### src/rtl/match_argmin.sv
// Streaming arg-min over a raster of template-match scores, holding the best offset until acked.
// Optional runner-up tracking and ambiguity flag enabled by defining MATCH_SECOND_BEST_EN.
module match_argmin #(
  parameter int unsigned ROI_DEPTH    = 6,
  parameter int unsigned ROI_WIDTH    = 6,
  parameter int unsigned POI_DEPTH    = 4,
  parameter int unsigned POI_WIDTH    = 4,
  parameter int unsigned SCORE_W      = 16,
  parameter int unsigned AMBIG_MARGIN = 4,
  localparam int unsigned ROWS = ROI_DEPTH - POI_DEPTH + 1,
  localparam int unsigned COLS = ROI_WIDTH - POI_WIDTH + 1,
  localparam int unsigned RW   = ($clog2(ROWS) > 1) ? $clog2(ROWS) : 1,
  localparam int unsigned CW   = ($clog2(COLS) > 1) ? $clog2(COLS) : 1
) (
  input  logic               clk,
  input  logic               reset,
  input  logic               start,
  input  logic               score_valid,
  input  logic [SCORE_W-1:0] score,
  output logic               score_ready,
  output logic               best_valid,
  input  logic               best_ack,
  output logic [RW-1:0]      best_row,
  output logic [CW-1:0]      best_col,
  output logic [SCORE_W-1:0] best_score,
  output logic               busy,
  output logic               status,
  output logic               ambiguous
);

  localparam logic [RW-1:0] LastRow = RW'(ROWS - 1);
  localparam logic [CW-1:0] LastCol = CW'(COLS - 1);

  typedef enum logic [1:0] {StIdle, StCollect, StReport} state_e;

  state_e state_q, state_d;

  logic [RW-1:0]      row_q, row_d;
  logic [CW-1:0]      col_q, col_d;
  logic [RW-1:0]      min_row_q, min_row_d;
  logic [CW-1:0]      min_col_q, min_col_d;
  logic [SCORE_W-1:0] min_q, min_d;
  logic               seen_q, seen_d;
  logic               status_q, status_d;

  logic accept;
  logic last_beat;

  // A beat offered together with start is dropped; start always wins.
  assign accept    = (state_q == StCollect) && score_valid && !start;
  assign last_beat = (row_q == LastRow) && (col_q == LastCol);

  // State register
  always_ff @(posedge clk or posedge reset) begin
    if (reset) begin
      state_q <= StIdle;
    end else begin
      state_q <= state_d;
    end
  end

  // Next-state logic
  always_comb begin
    state_d = state_q;
    unique case (state_q)
      StIdle: begin
        if (start) state_d = StCollect;
      end
      StCollect: begin
        if (start)                      state_d = StCollect;
        else if (accept && last_beat)   state_d = StReport;
      end
      StReport: begin
        if (start)         state_d = StCollect;
        else if (best_ack) state_d = StIdle;
      end
      default: state_d = StIdle;
    endcase
  end

  // Output logic
  always_comb begin
    score_ready = (state_q == StCollect);
    busy        = (state_q == StCollect);
    best_valid  = (state_q == StReport);
    status      = status_q;
    best_row    = min_row_q;
    best_col    = min_col_q;
    best_score  = min_q;
  end

  always_comb begin
    row_d     = row_q;
    col_d     = col_q;
    min_row_d = min_row_q;
    min_col_d = min_col_q;
    min_d     = min_q;
    seen_d    = seen_q;
    status_d  = status_q;
    if (start) begin
      row_d     = '0;
      col_d     = '0;
      min_row_d = '0;
      min_col_d = '0;
      min_d     = '0;
      seen_d    = 1'b0;
      status_d  = 1'b0;
    end else if (accept) begin
      seen_d = 1'b1;
      // Strict less-than keeps the earliest position on ties.
      if (!seen_q || (score < min_q)) begin
        min_d     = score;
        min_row_d = row_q;
        min_col_d = col_q;
      end
      if (col_q == LastCol) begin
        col_d = '0;
        row_d = last_beat ? '0 : row_q + 1'b1;
      end else begin
        col_d = col_q + 1'b1;
      end
      if (last_beat) status_d = 1'b1;
    end
  end

  always_ff @(posedge clk or posedge reset) begin
    if (reset) begin
      row_q     <= '0;
      col_q     <= '0;
      min_row_q <= '0;
      min_col_q <= '0;
      min_q     <= '0;
      seen_q    <= 1'b0;
      status_q  <= 1'b0;
    end else begin
      row_q     <= row_d;
      col_q     <= col_d;
      min_row_q <= min_row_d;
      min_col_q <= min_col_d;
      min_q     <= min_d;
      seen_q    <= seen_d;
      status_q  <= status_d;
    end
  end

`ifdef MATCH_SECOND_BEST_EN
  logic [SCORE_W-1:0] second_q, second_d;
  logic [SCORE_W-1:0] gap;

  always_comb begin
    second_d = second_q;
    if (start) begin
      second_d = '1;
    end else if (accept && seen_q) begin
      if (score < min_q)         second_d = min_q;
      else if (score < second_q) second_d = score;
    end
  end

  always_ff @(posedge clk or posedge reset) begin
    if (reset) begin
      second_q <= '1;
    end else begin
      second_q <= second_d;
    end
  end

  // Runner-up never drops below the best, so the difference cannot wrap.
  assign gap       = second_q - min_q;
  assign ambiguous = best_valid && (gap < SCORE_W'(AMBIG_MARGIN));
`else
  assign ambiguous = 1'b0;
`endif

endmodule

### config.mk
export PLATFORM = sky130hd
export DESIGN_NAME = match_argmin
export DESIGN_NICKNAME = d
export VERILOG_FILES = /design/src/rtl/match_argmin.sv
export SDC_FILE = /design/constraint.sdc
export NUM_CORES = 1
export LEC_CHECK = 0
export ABC_AREA = 1
export BUFFER_PORTS_ARGS = -buffer_cell sky130_fd_sc_hd__buf_4
export CAP_MARGIN = 15
export CORE_MARGIN = 5
export CORE_UTILIZATION = 47
export DETAILED_ROUTE_END_ITERATION = 6
export PLACE_DENSITY = 0.72
export SYNTH_ARGS = -nofsm -noshare
export SYNTH_HDL_FRONTEND = slang
export SYNTH_SLANG_ARGS = --single-unit
### constraint.sdc
create_clock -name clk -period 1.8 [get_ports clk]
set_clock_uncertainty 0.15 [all_clocks]
set_input_delay 0.09 -clock clk [delete_from_list [all_inputs] [get_ports clk]]
set_output_delay 0.09 -clock clk [all_outputs]
set_load 0.01 [all_outputs]
Word-level counts from Yosys, hierarchy flattened. Cells that the tools add are included. Widths: inputs -> output; s select.

Register bits: 28. Word-level logic and storage cells: 61. Input bits: 21.

Add/sub/neg operators: 2. Equal/unequal tests: 7. Magnitude comparators: 1. Reduce and logical (&&, ||, !) cells: 16. Multiplexer cells: 27.

Operator list (number): $mux 16 (3); $mux 2 (18); $lt 16x16->1 (1); $reduce_bool 2->1 (4); $eq 2x2->1 const B (3); $ne 3x2->1 const B (2); $pmux 2 s3 (1); $reduce_and 2->1 (3); $mux 1 (5); $add 2x1->2 const B (2); $logic_and 1x1->1 (4); $reduce_and 3->1 (1); $eq 2x1->1 const B (1); $logic_not 1->1 (2); $logic_not 2->1 (1); $ne 2x2->1 const B (1); $logic_or 1x1->1 (1).

Longest topological paths before layout.
Word-level depth: 7. Gate-level depth with buffers: 15.

Worst setup path before layout. OpenSTA, ideal clock, no wires.

Path type: reg-to-reg. Start point: register min_q[5], in the netlist best_score[5]. End point: register min_q[0], in the netlist best_score[0]. Cell stages (with the launch flop): 14. Clock period less this slack: 1.771 ns. Buffers on the path: 1. Library setup time: 0.117 ns. Path slack: 0.029 ns. Arrival time: 1.504 ns. Cell sequence: dfrtp_1 inv_1 ha_1 a21oi_1 nor2_1 nor3_1 nand2_1 nand2_1 nand2_1 nand2_2 nand2_2 buf_6 nand2_1 nand2_1.

Longest elaborated chain between the ends: 4.

Ends and longest elaborated chain: from (decl) (RTL line 42) `logic [SCORE_W-1:0] min_q, min_d;`; from (signal assigned) (RTL line 140) `min_q <= min_d;`; $lt 16x16->1 (RTL line 111) `if (!seen_q || (score < min_q)) begin`; $logic_or 1x1->1 (RTL line 111); $reduce_bool 2->1 (no line); $reduce_and 2->1 (no line).

Every way passes these cells. A chain may end at the register's enable or synchronous reset.

Worst setup path in the final report.
Start point: register min_q[6], in the netlist best_score[6]. End point: register min_col_q[0], in the netlist best_col[0].

Longest elaborated chain between the ends: 4.

Ends and longest elaborated chain: $lt 16x16->1 (RTL line 111); $logic_or 1x1->1 (RTL line 111); $reduce_bool 2->1 (no line); $reduce_and 2->1 (no line); to (signal assigned) (RTL line 139) `min_col_q <= min_col_d;`; to (decl) (RTL line 41) `logic [CW-1:0] min_col_q, min_col_d;`.

Every way passes these cells.

==> metrics.log <==
INFO  metric die_area = 4960 µm²
INFO  metric synthTopCellsByCount = 64 x nand2_1, 44 x inv_1, 28 x dfrtp_1
INFO  metric most_instantiated_library_cell_after_synthesis = nand2_1
INFO  metric achievable-frequency = 527 MHz
INFO  metric peakVddDrop = 0.000349 V
INFO  metric ys_seq_area_share = 40.8%
INFO  metric yosysUniqueCellTypes = 18
INFO  metric dieWidth = 70.4 µm
INFO  metric grt_pass1_vias = 1671
INFO  metric placementRows = 22
INFO  metric multi_input_area = between 900 and 1000 µm²
INFO  metric critical-path-top-delay-family = simple AND/OR/NAND/NOR gates
INFO  metric wl_met1 = 2.00 mm
INFO  metric cap_violations = 0
INFO  metric diodes = 0
INFO  metric clock_tree.buffer_depth = 2
INFO  metric post_synth_instance_area = 1720 µm²
INFO  metric critPathRequiredTime = 1840 ps
INFO  metric outcome = complete, but fails checks
INFO  metric fin_ws = -97.2 ps
INFO  metric clk_root_buffer_cell = clkbuf_8
INFO  metric initial_core_util = 47.6%
INFO  metric clock-sinks = 28
INFO  metric highest_layer = met4
INFO  metric layout.area.seq = 701 µm²
INFO  metric layout.nets = 348
INFO  metric routed_via_density = a little under 5
INFO  metric p_leak = 0.00142 µW
INFO  metric synth-edff-count = 0
INFO  metric layout.cell_area.non_filler = 2570 µm²
INFO  metric placeableCoreArea = 3610 µm²
INFO  metric global_route.overflow_total = 0
INFO  metric post-route-min-period = 1900 ps
INFO  metric yosys_register_bits = 28
INFO  metric critPathSlowestCell = dfrtp_1
INFO  metric report.final.slew_viol_count = 0
INFO  metric setup_viol = 20
INFO  metric htree_levels = 1
INFO  metric cts_tree = built
INFO  metric vias = 1738
INFO  metric post-synth-top-area-fraction = 40.8%
INFO  metric grt_pass1_wl = 7.58 mm
INFO  metric drt_pass1_iterations = 4
INFO  metric wl_met2 = about 2.3 mm
INFO  metric grt_antenna_before_repair = 0
INFO  metric grt_setup_unrepaired = true
INFO  metric violations = negative hold slack, negative setup slack
INFO  metric post-route-period-util = 105%
INFO  metric placement.io_buffers = 44
INFO  metric later_pin_clock_latency_in_the_skew_report = 280 ps
INFO  metric timing_hold_violations_final = 1
INFO  metric avgSynthCellArea = just over 7 µm²
INFO  metric synth_warnings = 0
INFO  metric hold_path.class = in2reg
INFO  metric die_height = between 70 and 80 µm
INFO  metric layout-drive-gt1-share = about 34%
INFO  metric timing.hold.worst.start = score[14]
INFO  metric top_level_ports = 46
INFO  metric number_of_cells_produced_by_synthesis = roughly 240
INFO  metric filler_cell_count = 286
INFO  metric totalWireLength = 4.71 mm
INFO  metric timing.critical_path.mode_cell = nand2_1
INFO  metric worst_r2r_startpoint = best_score[6]
INFO  metric worst_path_largest_cell_delay = ~400 ps
INFO  metric crit_start = best_score[6]
INFO  metric detailedPlacementHpwl = 2.94 mm
INFO  metric clkTransAtPathRegs = 100 ps
INFO  metric sequence_of_cells_on_the_critical_path = inv_1, ha_4, nand2_2, nor2_1, nor3_2, nand2_1, nand2_1, nand2_1, nand2_2, nand2_4, buf_6, nand2_1, nand2_1
INFO  metric grtUsageTotal = 18.8%
INFO  metric number_of_clock_buffers_inserted_by_tritoncts = 3
INFO  metric timing.critical_path.buf_inv = 2
INFO  metric layout_overhead_on_the_synthesized_area = 49.6%
INFO  metric drt_first_iter_violations = 103
INFO  metric place_worst_setup_slack = -67.8 ps
INFO  metric final_cell_count_no_fill = 359
INFO  metric synth_largest_area_cell = dfrtp_1
INFO  metric place.gp.congestion = 0.799
INFO  metric post-place-cells = between 300 and 400
INFO  metric drt_drc_violations_left = 0
INFO  metric synth_ff_type = dfrtp_1
INFO  metric drtAntennaViolNets = 0
INFO  metric net_count_synth = 272
INFO  metric route.met3.wl = 292 µm
INFO  metric startpoint_type = flip-flop
INFO  metric worstSetupPathType = reg2reg
INFO  metric arr_time_crit_path = 1930 ps
INFO  metric worstSetupEndpointType = flip-flop
INFO  metric synth.area.top_cells = dfrtp_1 41%, nand2_1 14%, ha_1 11%
INFO  metric maximum_net_fanout_on_the_critical_path = 6
INFO  metric wl_per_cell = 13.1 µm
INFO  metric grt_max_degree = 29
INFO  metric worst_hold_check_slack = -2.81 ps
INFO  metric async_flop_share = between 90% and 100%
INFO  metric p_per_area = 699 nW/µm²
INFO  metric placed_cell_area = 2160 µm²
==> cells by family after synthesis <==
| family | count (synthesis) | share of synthesized area, % |
|---|---|---|
| buf+inv | 55 | 14.0 |
| compound gates | 16 | 4.96 |
| fa+ha+maj | 15 | 10.9 |
| simple gates | 121 | 29.1 |
| flops | 28 | 40.8 |
| other cells | 1 | 0.218 |
==> routing by layer <==
layer  GRT usage [%]  vias to the layer above
met5               0                        -
met4            4.26                        0
met3            3.45                        9
met2            31.5                       60
met1            25.0                      799
li1                -                      870
==> repair_timing <==
action,4_1_cts,5_1_grt
pin swaps,5,5
setup endpoints to repair,20,21
endpoints found under the hold margin,38,0
buffers inserted,3,5
gates resized for setup,9,28
hold buffers,11,0
cloned,1,1
==> report_power, final <==
part           internal (µW)  leakage (µW)  switching [µW]
registers                675      0.000370            30.0
logic                    287       0.00102             291
clock network            298     0.0000357             212
==> registers in the layout, indices dropped and copies added (netlist names) <==
| register | count |
|---|---|
| seen_q | 1 |
| best_row | 2 |
| state_q | 2 |
| status | 1 |
| best_col | 2 |
| row_q | 2 |
| best_score | 16 |
| col_q | 2 |
==> layout make-up <==
cell class | count | share of cell area, %
clock buffers | 3 | 1.61
repair buffers | 82 | 25.8
flip-flops and latches | 28 | 27.3
multi-input cells | 153 | 35.4
well taps | 48 | 2.34
clock inverters | 1 | 1.17
inverters | 44 | 6.43
==> worst min-delay path: stages <==
cell     delay [ps]
buf_4           110
inv_1            50
nor2_1           30
nand3_1          70
nand2_1          50
==> layout by cell type (no fill, tap or decap), types with 2 or more instances in the layout <==
| cell | count |
|---|---|
| buf_4 | 66 |
| o21ai_1 | 2 |
| buf_6 | 5 |
| nor3_2 | 2 |
| ha_4 | 5 |
| o31ai_1 | 2 |
| o21ai_0 | 4 |
| dlygate4sd3_1 | 11 |
| nor2_1 | 25 |
| ha_1 | 10 |
| clkbuf_8 | 3 |
| nand2_1 | 50 |
| dfrtp_1 | 28 |
| a21oi_1 | 4 |
| a21oi_2 | 4 |
| inv_1 | 43 |
| nand2_2 | 15 |
| nand3_1 | 24 |
==> per-stage QoR <==
step	utilization (%)	setup TNS [ps]	power (µW)
floorplan	-	0	961
global placement	59.9	-476	1150
detailed placement	59.9	-1030	1150
CTS	66.6	-150	1710
global route	71.2	-3670	1890
finish	71.2	-1500	1790
==> final timing paths <==
path | end | slack [ps] | depth (start not counted)
worst max-delay path | best_col[0] | -100 | 13
worst min-delay path | best_score[14] | -3 | 5
worst max register to register | best_col[0] | -100 | 13
worst min register to register | best_row[1] | 340 | 2
max in group asynchronous | best_score[6] | 950 | 4
min in group asynchronous | state_q[1] | 270 | 4
Power figures use the tool's default switching activity.
